`config.mk`:
```
export PLATFORM = sky130hd
export DESIGN_NAME = commit_unit_flat
export DESIGN_NICKNAME = d
export VERILOG_FILES = /design/src/rtl/commit_unit_if.sv /design/src/rtl/commit_unit.sv /design/src/flat_wrapper.sv
export SDC_FILE = /design/constraint.sdc
export NUM_CORES = 1
export LEC_CHECK = 0
export ABC_CLOCK_PERIOD_IN_PS = 4950
export CAP_MARGIN = 20
export CORE_AREA = 2 2 137 139
export DETAILED_ROUTE_END_ITERATION = 8
export DIE_AREA = 0 0 139 141
export PLACE_DENSITY = 0.81
export SYNTH_ARGS = -nofsm -noshare
export SYNTH_HDL_FRONTEND = slang
export SYNTH_SLANG_ARGS = --single-unit
```
`constraint.sdc`:
```
create_clock -name clk -period 4.95 [get_ports clk]
set_input_delay 0.495 -clock clk [delete_from_list [all_inputs] [get_ports clk]]
set_output_delay 0.495 -clock clk [all_outputs]
set_load 0.03 [all_outputs]
```
`src/rtl/commit_unit_if.sv`:
```
// commit_unit_if: ROB head, register-file writeback, store port, flush and perf signals of the commit unit
interface commit_unit_if #(
    parameter int ROB_ID_W = 3
);
    logic                commit_valid;
    logic [ROB_ID_W-1:0] commit_id;
    logic [4:0]          commit_op;
    logic [4:0]          commit_rd;
    logic [31:0]         commit_value;
    logic [31:0]         commit_pc;
    logic [31:0]         commit_addr;
    logic                commit_pred;
    logic                commit_outcome;
    logic [31:0]         commit_pred_target;
    logic                commit_ack;
    logic                rf_we;
    logic [4:0]          rf_waddr;
    logic [31:0]         rf_wdata;
    logic [ROB_ID_W-1:0] rf_wtag;
    logic                mem_req;
    logic [31:0]         mem_addr;
    logic [31:0]         mem_wdata;
    logic [3:0]          mem_wmask;
    logic                mem_done;
    logic                flush;
    logic [31:0]         redirect_pc;
    logic [31:0]         perf_commit;
    logic [31:0]         perf_mispred;

    modport master (
        output commit_valid, commit_id, commit_op, commit_rd, commit_value, commit_pc,
               commit_addr, commit_pred, commit_outcome, commit_pred_target, mem_done,
        input  commit_ack, rf_we, rf_waddr, rf_wdata, rf_wtag, mem_req, mem_addr,
               mem_wdata, mem_wmask, flush, redirect_pc, perf_commit, perf_mispred
    );

    modport slave (
        input  commit_valid, commit_id, commit_op, commit_rd, commit_value, commit_pc,
               commit_addr, commit_pred, commit_outcome, commit_pred_target, mem_done,
        output commit_ack, rf_we, rf_waddr, rf_wdata, rf_wtag, mem_req, mem_addr,
               mem_wdata, mem_wmask, flush, redirect_pc, perf_commit, perf_mispred
    );
endinterface

```
`src/rtl/commit_unit.sv`:
```
// commit_unit: in-order retirement with store handshake, mispredict flush and register writeback.
// Define COMMIT_PERF_CNT_EN to build the retired-instruction and mispredict counters.
module commit_unit #(
    parameter int ROB_ID_W = 3
) (
    input logic          clk,
    input logic          rst,
    commit_unit_if.slave cu
);
    localparam logic [4:0] ALU_OP_JAL  = 5'd12;
    localparam logic [4:0] ALU_OP_JALR = 5'd13;
    localparam logic [4:0] ALU_OP_BEQ  = 5'd14;
    localparam logic [4:0] ALU_OP_BGEU = 5'd19;
    localparam logic [4:0] ALU_OP_SB   = 5'd21;
    localparam logic [4:0] ALU_OP_SH   = 5'd22;
    localparam logic [4:0] ALU_OP_SW   = 5'd23;

    typedef enum logic [1:0] {IDLE, STORE, FLUSH} state_t;

    state_t              state, state_nx;
    logic                is_store, is_branch, is_jalr, is_jal;
    logic                mispred, ack, go_flush, rf_wr, st_start;
    logic [1:0]          lane;
    logic [3:0]          st_mask;
    logic [31:0]         st_data, target;
    logic [ROB_ID_W-1:0] tag;

    assign is_store  = cu.commit_op == ALU_OP_SB || cu.commit_op == ALU_OP_SH || cu.commit_op == ALU_OP_SW;
    assign is_branch = cu.commit_op >= ALU_OP_BEQ && cu.commit_op <= ALU_OP_BGEU;
    assign is_jalr   = cu.commit_op == ALU_OP_JALR;
    assign is_jal    = cu.commit_op == ALU_OP_JAL;
    assign tag       = cu.commit_id;

    // A taken-predicted branch that was taken still mispredicts if it went somewhere else
    assign mispred = is_branch ? (cu.commit_pred != cu.commit_outcome) ||
                                 (cu.commit_pred && cu.commit_pred_target != cu.commit_addr)
                   : is_jalr && !is_jal && cu.commit_pred_target != cu.commit_addr;
    assign target  = (is_jalr || cu.commit_outcome) ? cu.commit_addr : cu.commit_pc + 32'd4;

    assign lane    = cu.commit_addr[1:0];
    assign st_mask = cu.commit_op == ALU_OP_SB ? 4'b0001 << lane
                   : cu.commit_op == ALU_OP_SH ? (lane[1] ? 4'b1100 : 4'b0011)
                   : 4'b1111;
    assign st_data = cu.commit_op == ALU_OP_SB ? {24'b0, cu.commit_value[7:0]} << {lane, 3'b000}
                   : cu.commit_op == ALU_OP_SH ? {16'b0, cu.commit_value[15:0]} << {lane[1], 4'b0000}
                   : cu.commit_value;

    always_comb begin
        state_nx = state;
        ack      = 1'b0;
        case (state)
            IDLE: begin
                ack      = rst && cu.commit_valid && !is_store;
                state_nx = cu.commit_valid && is_store ? STORE : ack && mispred ? FLUSH : IDLE;
            end
            STORE: begin
                ack      = rst && cu.commit_valid && cu.mem_done;
                state_nx = ack ? IDLE : STORE;
            end
            default: state_nx = IDLE;
        endcase
    end

    assign go_flush      = state == IDLE && ack && mispred;
    assign st_start      = state == IDLE && cu.commit_valid && is_store;
    assign rf_wr         = ack && cu.commit_rd != 5'd0 && !is_store && !is_branch;
    assign cu.commit_ack = ack;
    assign cu.flush      = state == FLUSH;

    always_ff @(posedge clk or negedge rst) begin
        if (!rst) begin
            state          <= IDLE;
            cu.rf_we       <= 1'b0;
            cu.rf_waddr    <= '0;
            cu.rf_wdata    <= '0;
            cu.rf_wtag     <= '0;
            cu.mem_req     <= 1'b0;
            cu.mem_addr    <= '0;
            cu.mem_wdata   <= '0;
            cu.mem_wmask   <= '0;
            cu.redirect_pc <= '0;
        end else begin
            state    <= state_nx;
            cu.rf_we <= rf_wr;
            if (rf_wr) begin
                cu.rf_waddr <= cu.commit_rd;
                cu.rf_wdata <= cu.commit_value;
                cu.rf_wtag  <= tag;
            end
            if (st_start) begin
                cu.mem_req   <= 1'b1;
                cu.mem_addr  <= {cu.commit_addr[31:2], 2'b00};
                cu.mem_wdata <= st_data;
                cu.mem_wmask <= st_mask;
            end else if (state == STORE && ack) begin
                cu.mem_req <= 1'b0;
            end
            if (go_flush)
                cu.redirect_pc <= target;
        end
    end

`ifdef COMMIT_PERF_CNT_EN
    always_ff @(posedge clk or negedge rst) begin
        if (!rst) begin
            cu.perf_commit  <= '0;
            cu.perf_mispred <= '0;
        end else begin
            cu.perf_commit  <= cu.perf_commit + {31'b0, ack};
            cu.perf_mispred <= cu.perf_mispred + {31'b0, go_flush};
        end
    end
`else
    assign cu.perf_commit  = '0;
    assign cu.perf_mispred = '0;
`endif
endmodule

```
`src/flat_wrapper.sv`:
```
// flat-port wrapper written by rule: the top's interface ports become plain ports
module commit_unit_flat 
#(
    parameter int ROB_ID_W = 3
)
  (clk, rst, cu_commit_valid, cu_commit_id, cu_commit_op, cu_commit_rd, cu_commit_value, cu_commit_pc, cu_commit_addr, cu_commit_pred, cu_commit_outcome, cu_commit_pred_target, cu_mem_done, cu_commit_ack, cu_rf_we, cu_rf_waddr, cu_rf_wdata, cu_rf_wtag, cu_mem_req, cu_mem_addr, cu_mem_wdata, cu_mem_wmask, cu_flush, cu_redirect_pc, cu_perf_commit, cu_perf_mispred);
  commit_unit_if #(.ROB_ID_W(ROB_ID_W)) cu_i ();
  input logic clk;
  input logic rst;
  input wire logic [$bits(cu_i.commit_valid)-1:0] cu_commit_valid;
  input wire logic [$bits(cu_i.commit_id)-1:0] cu_commit_id;
  input wire logic [$bits(cu_i.commit_op)-1:0] cu_commit_op;
  input wire logic [$bits(cu_i.commit_rd)-1:0] cu_commit_rd;
  input wire logic [$bits(cu_i.commit_value)-1:0] cu_commit_value;
  input wire logic [$bits(cu_i.commit_pc)-1:0] cu_commit_pc;
  input wire logic [$bits(cu_i.commit_addr)-1:0] cu_commit_addr;
  input wire logic [$bits(cu_i.commit_pred)-1:0] cu_commit_pred;
  input wire logic [$bits(cu_i.commit_outcome)-1:0] cu_commit_outcome;
  input wire logic [$bits(cu_i.commit_pred_target)-1:0] cu_commit_pred_target;
  input wire logic [$bits(cu_i.mem_done)-1:0] cu_mem_done;
  output wire logic [$bits(cu_i.commit_ack)-1:0] cu_commit_ack;
  output wire logic [$bits(cu_i.rf_we)-1:0] cu_rf_we;
  output wire logic [$bits(cu_i.rf_waddr)-1:0] cu_rf_waddr;
  output wire logic [$bits(cu_i.rf_wdata)-1:0] cu_rf_wdata;
  output wire logic [$bits(cu_i.rf_wtag)-1:0] cu_rf_wtag;
  output wire logic [$bits(cu_i.mem_req)-1:0] cu_mem_req;
  output wire logic [$bits(cu_i.mem_addr)-1:0] cu_mem_addr;
  output wire logic [$bits(cu_i.mem_wdata)-1:0] cu_mem_wdata;
  output wire logic [$bits(cu_i.mem_wmask)-1:0] cu_mem_wmask;
  output wire logic [$bits(cu_i.flush)-1:0] cu_flush;
  output wire logic [$bits(cu_i.redirect_pc)-1:0] cu_redirect_pc;
  output wire logic [$bits(cu_i.perf_commit)-1:0] cu_perf_commit;
  output wire logic [$bits(cu_i.perf_mispred)-1:0] cu_perf_mispred;
  assign cu_i.commit_valid = cu_commit_valid;
  assign cu_i.commit_id = cu_commit_id;
  assign cu_i.commit_op = cu_commit_op;
  assign cu_i.commit_rd = cu_commit_rd;
  assign cu_i.commit_value = cu_commit_value;
  assign cu_i.commit_pc = cu_commit_pc;
  assign cu_i.commit_addr = cu_commit_addr;
  assign cu_i.commit_pred = cu_commit_pred;
  assign cu_i.commit_outcome = cu_commit_outcome;
  assign cu_i.commit_pred_target = cu_commit_pred_target;
  assign cu_i.mem_done = cu_mem_done;
  assign cu_commit_ack = cu_i.commit_ack;
  assign cu_rf_we = cu_i.rf_we;
  assign cu_rf_waddr = cu_i.rf_waddr;
  assign cu_rf_wdata = cu_i.rf_wdata;
  assign cu_rf_wtag = cu_i.rf_wtag;
  assign cu_mem_req = cu_i.mem_req;
  assign cu_mem_addr = cu_i.mem_addr;
  assign cu_mem_wdata = cu_i.mem_wdata;
  assign cu_mem_wmask = cu_i.mem_wmask;
  assign cu_flush = cu_i.flush;
  assign cu_redirect_pc = cu_i.redirect_pc;
  assign cu_perf_commit = cu_i.perf_commit;
  assign cu_perf_mispred = cu_i.perf_mispred;
  commit_unit #(.ROB_ID_W(ROB_ID_W)) u_core (.clk(clk), .rst(rst), .cu(cu_i));
endmodule
```
==> run summary <==
- number of global-route vias before repair: 6635
- Floorplan Core Area: 18300 um2
- clock latency at the later pin of the worst-skew pair: 0.42 ns
- fraction of layout instances using a drive strength above 1: 12.1%
- DP Wirelength: 18800 um
- Switch Pwr: 1.93 mW
- Clock Path Buffers: 2
- count of TritonRoute iterations in the first routing pass: 5
- number of I/O pins: 355
- area of all placed cells without fillers: 11000 um2
- die area: 19600 um2
- critical path required time: 4.45 ns
- largest driver fanout on the critical path: 5
- post-route total power: 5.03 mW
- wire length of the first global-routing pass: 38300 um
- Inserted Clock Buffers: 17
- total of cells resized after clock tree synthesis: 0
- Warnings, synthesis: 0
- post-synth top area share: 47.2%
- worst r2r src: u_core.state[0]
- count of standard-cell rows: 50
- placed cell area: 10400 um2
- highest ir drop seen on vdd: 0.330 mV
- All-Layer GR Usage: 25.3%
- count of H-tree levels built during CTS: 4
- Final min period: 3.19 ns
- static leakage: 4.55 nW
- achievable clock frequency: 313 MHz
- number of buffer cells added on primary ports: 288
- Final period util: 64.5%
- detailed-route wire length: 25200 um
- # hold bufs at CTS: 0
- clock transition at the register clock pins on the worst setup and hold paths after CTS: 0.07 ns
- starting utilization of the core area: 41.2%
- netlist area before placement: 7530 um2
- Root Driver: sky130_fd_sc_hd__clkbuf_16
- Chip Width: 139 um
- RSZ-0062 raised after global routing: false
- mean instance size in the synthesized netlist: 9.91 um2
- cell type contributing the most total cell area after synthesis: sky130_fd_sc_hd__dfrtp_1
- number of flops mapped to enable cells by yosys: 0
- predominant post-synthesis flop cell: sky130_fd_sc_hd__dfrtp_1
- count of final max-slew check failures: 0
- layout overhead on the synthesized area: 46.1%
- kind of critical path: in2out
- run status: complete, no violations
- total DRC errors in the routed layout: 0
- Worst Slack Setup Final: 1.76 ns
- part of the Yosys area used for sequential elements: 47.2%
- non-filler instance count after layout: 1282
- net total in the final layout: 1183
- Reg2Reg Setup Slack: 2.58 ns
- initial detailed-routing violation count: 514
- proportion of power drawn by the clock network: 25.8%
- Worst slew margin: 37.1%
- # placed instances: 1249
- number of max-capacitance violations reported: 0
- critical path launch point type: input pin
- Async SR Flop Fraction: 100%
- sequential fraction of design power: 33.0%
- areal power density over the cells: 457 nW/um2
- antenna cells: 0
- leading cell type by number of instances after synthesis: sky130_fd_sc_hd__dfrtp_1
- Worst EP arrival: 2.70 ns
- CTS Sinks: 142
- overall die height: 141 um
- worst min-delay path category: in2async
- per-cell routed wire length: 19.6 um
- via total after detailed routing: 6800
- net switching share of the total power: 38.3%
- flip-flop and latch count after synthesis: 142
- cell internal pwr: 3.10 mW
- combinational cell fraction of total power: 41.2%
- Worst setup startpoint: cu_commit_valid
- post-route setup TNS: 0 ns
- aggregate global routing overflow: 0
- final-report hold violation count: 0
- largest net degree at the start of global routing: 81
- top cells by area in the synthesized netlist: sky130_fd_sc_hd__dfrtp_1 47%, sky130_fd_sc_hd__mux2_2 11%, sky130_fd_sc_hd__buf_4 6.6%, sky130_fd_sc_hd__nand2_1 5.6%, sky130_fd_sc_hd__xnor2_1 4.4%
- final setup skew: 0.0129 ns
- most used standard cells in the synthesized netlist: 142 x sky130_fd_sc_hd__dfrtp_1, 112 x sky130_fd_sc_hd__nand2_1, 73 x sky130_fd_sc_hd__mux2_2, 66 x sky130_fd_sc_hd__buf_4, 63 x sky130_fd_sc_hd__nor2_1
- number of failing setup endpoints in the final timing report: 0
- initial antenna violation count: 0
- worst slew pin tran: 0.939 ns
- Setup crit end kind: output port
- Post-Place Worst Slack: 1.77 ns
- count of different cell masters after synthesis: 50
- clock tree from TritonCTS: yes
- Detail Route Antenna Nets: 0
- weighted congestion at the end of routability-driven global placement: 0.893
- per-cell via count in the routed design: 5.30
- Setup Fix Bufs, Post-CTS: 0
- synthesized instance count: 760
[cell usage in the layout (no fill, tap or decap), drive strengths merged, types with 2 or more instances in the layout]
| cell type | n |
|---|---|
| a21o | 2 |
| a21oi | 17 |
| a221oi | 8 |
| a22o | 8 |
| a22oi | 8 |
| a31oi | 25 |
| and2 | 2 |
| and3 | 11 |
| buf | 9 |
| clkbuf | 18 |
| clkdlybuf4s50 | 287 |
| clkinv | 3 |
| clkinvlp | 2 |
| conb | 66 |
| dfrtp | 142 |
| inv | 12 |
| mux2 | 75 |
| nand2 | 112 |
| nand2b | 3 |
| nand3 | 19 |
| nand3b | 3 |
| nand4 | 18 |
| nand4bb | 2 |
| nor2 | 63 |
| nor2b | 10 |
| nor3 | 3 |
| nor4 | 4 |
| o21ai | 31 |
| o22ai | 2 |
| o31ai | 5 |
| or2 | 2 |
| or3 | 9 |
| or4 | 11 |
| xnor2 | 38 |
| xor2 | 8 |
[worst max-delay path: stages]
cell,delay (ns)
sky130_fd_sc_hd__clkdlybuf4s50_1,0.63
sky130_fd_sc_hd__nand3_1,0.14
sky130_fd_sc_hd__or3b_2,0.53
sky130_fd_sc_hd__o21ai_0,0.16
sky130_fd_sc_hd__clkdlybuf4s50_1,0.74
[logic make-up (layout without fill, tap and decap cells)]
logic type	Yosys count	in the layout	share of synthesized area [%]
buffers and inverters	109	332	9.00
muxes	76	76	11.3
DFF	142	142	47.2
AOI/OAI and AO/OA	109	109	9.50
other	1	66	0.0498
xor gates and xnor gates	46	46	5.35
adders and majority gates	1	1	0.166
and+or+nand+nor	276	276	17.4
[metal layers]
metal	part of all wire [%]	vias up	wire length [um]	track usage, %
met5	0	-	0	0
met4	2.8	0	714	10.4
met3	7.0	54	1750	5.20
met2	49	341	12300	40.2
met1	41	3317	10400	33.9
li1	-	3088	-	-
[worst paths after layout]
check	to	cells past startpoint
worst min-delay path	u_core.cu.mem_wdata[22]	1
min in group clk	u_core.cu.mem_addr[24]	2
worst max register to register	u_core.cu.rf_wdata[30]	4
worst max-delay path	cu_commit_ack	5
max in group asynchronous	u_core.cu.mem_wdata[16]	3
worst min register to register	u_core.cu.mem_addr[24]	2
[power groups by stage]
| stage | logic [mW] | registers (mW) | clock network [mW] |
|---|---|---|---|
| floorplan | 0.490 | 2.31 | 0 |
| global placement | 2.05 | 1.66 | 0 |
| detailed placement | 2.07 | 1.67 | 0 |
| CTS | 2.08 | 1.66 | 1.31 |
| global route | 2.16 | 1.70 | 1.36 |
| finish | 2.07 | 1.66 | 1.29 |
[state kept, by name, indices dropped and copies added, names as in the netlist]
| name | cells |
|---|---|
| u_core.cu.mem_wdata | 32 |
| u_core.cu.redirect_pc | 32 |
| u_core.cu.rf_wdata | 32 |
| u_core.cu.mem_addr | 30 |
| u_core.cu.rf_waddr | 5 |
| u_core.cu.mem_wmask | 4 |
| u_core.cu.rf_wtag | 3 |
| u_core.state | 2 |
| u_core.cu.mem_req | 1 |
| u_core.cu.rf_we | 1 |
[area by class of cell]
cell class,instances,area (um2)
fill,1540,7260
multi-input combinational,574,3590
sequential,142,3550
timing repair buffer,296,2960
clock buffer,18,439
tap,234,293
clock inverter,14,146
inverter,4,15.0
[through the flow]
| stage | hold slack (ns) | util [%] |
|---|---|---|
| floorplan | 0.199 | - |
| global placement | 0.459 | 56.9 |
| detailed placement | 0.462 | 56.9 |
| CTS | 0.0812 | 60.1 |
| global route | 0.106 | 60.2 |
| finish | 0.0638 | 60.2 |
Note: power is estimated with default switching activity, not from simulation.
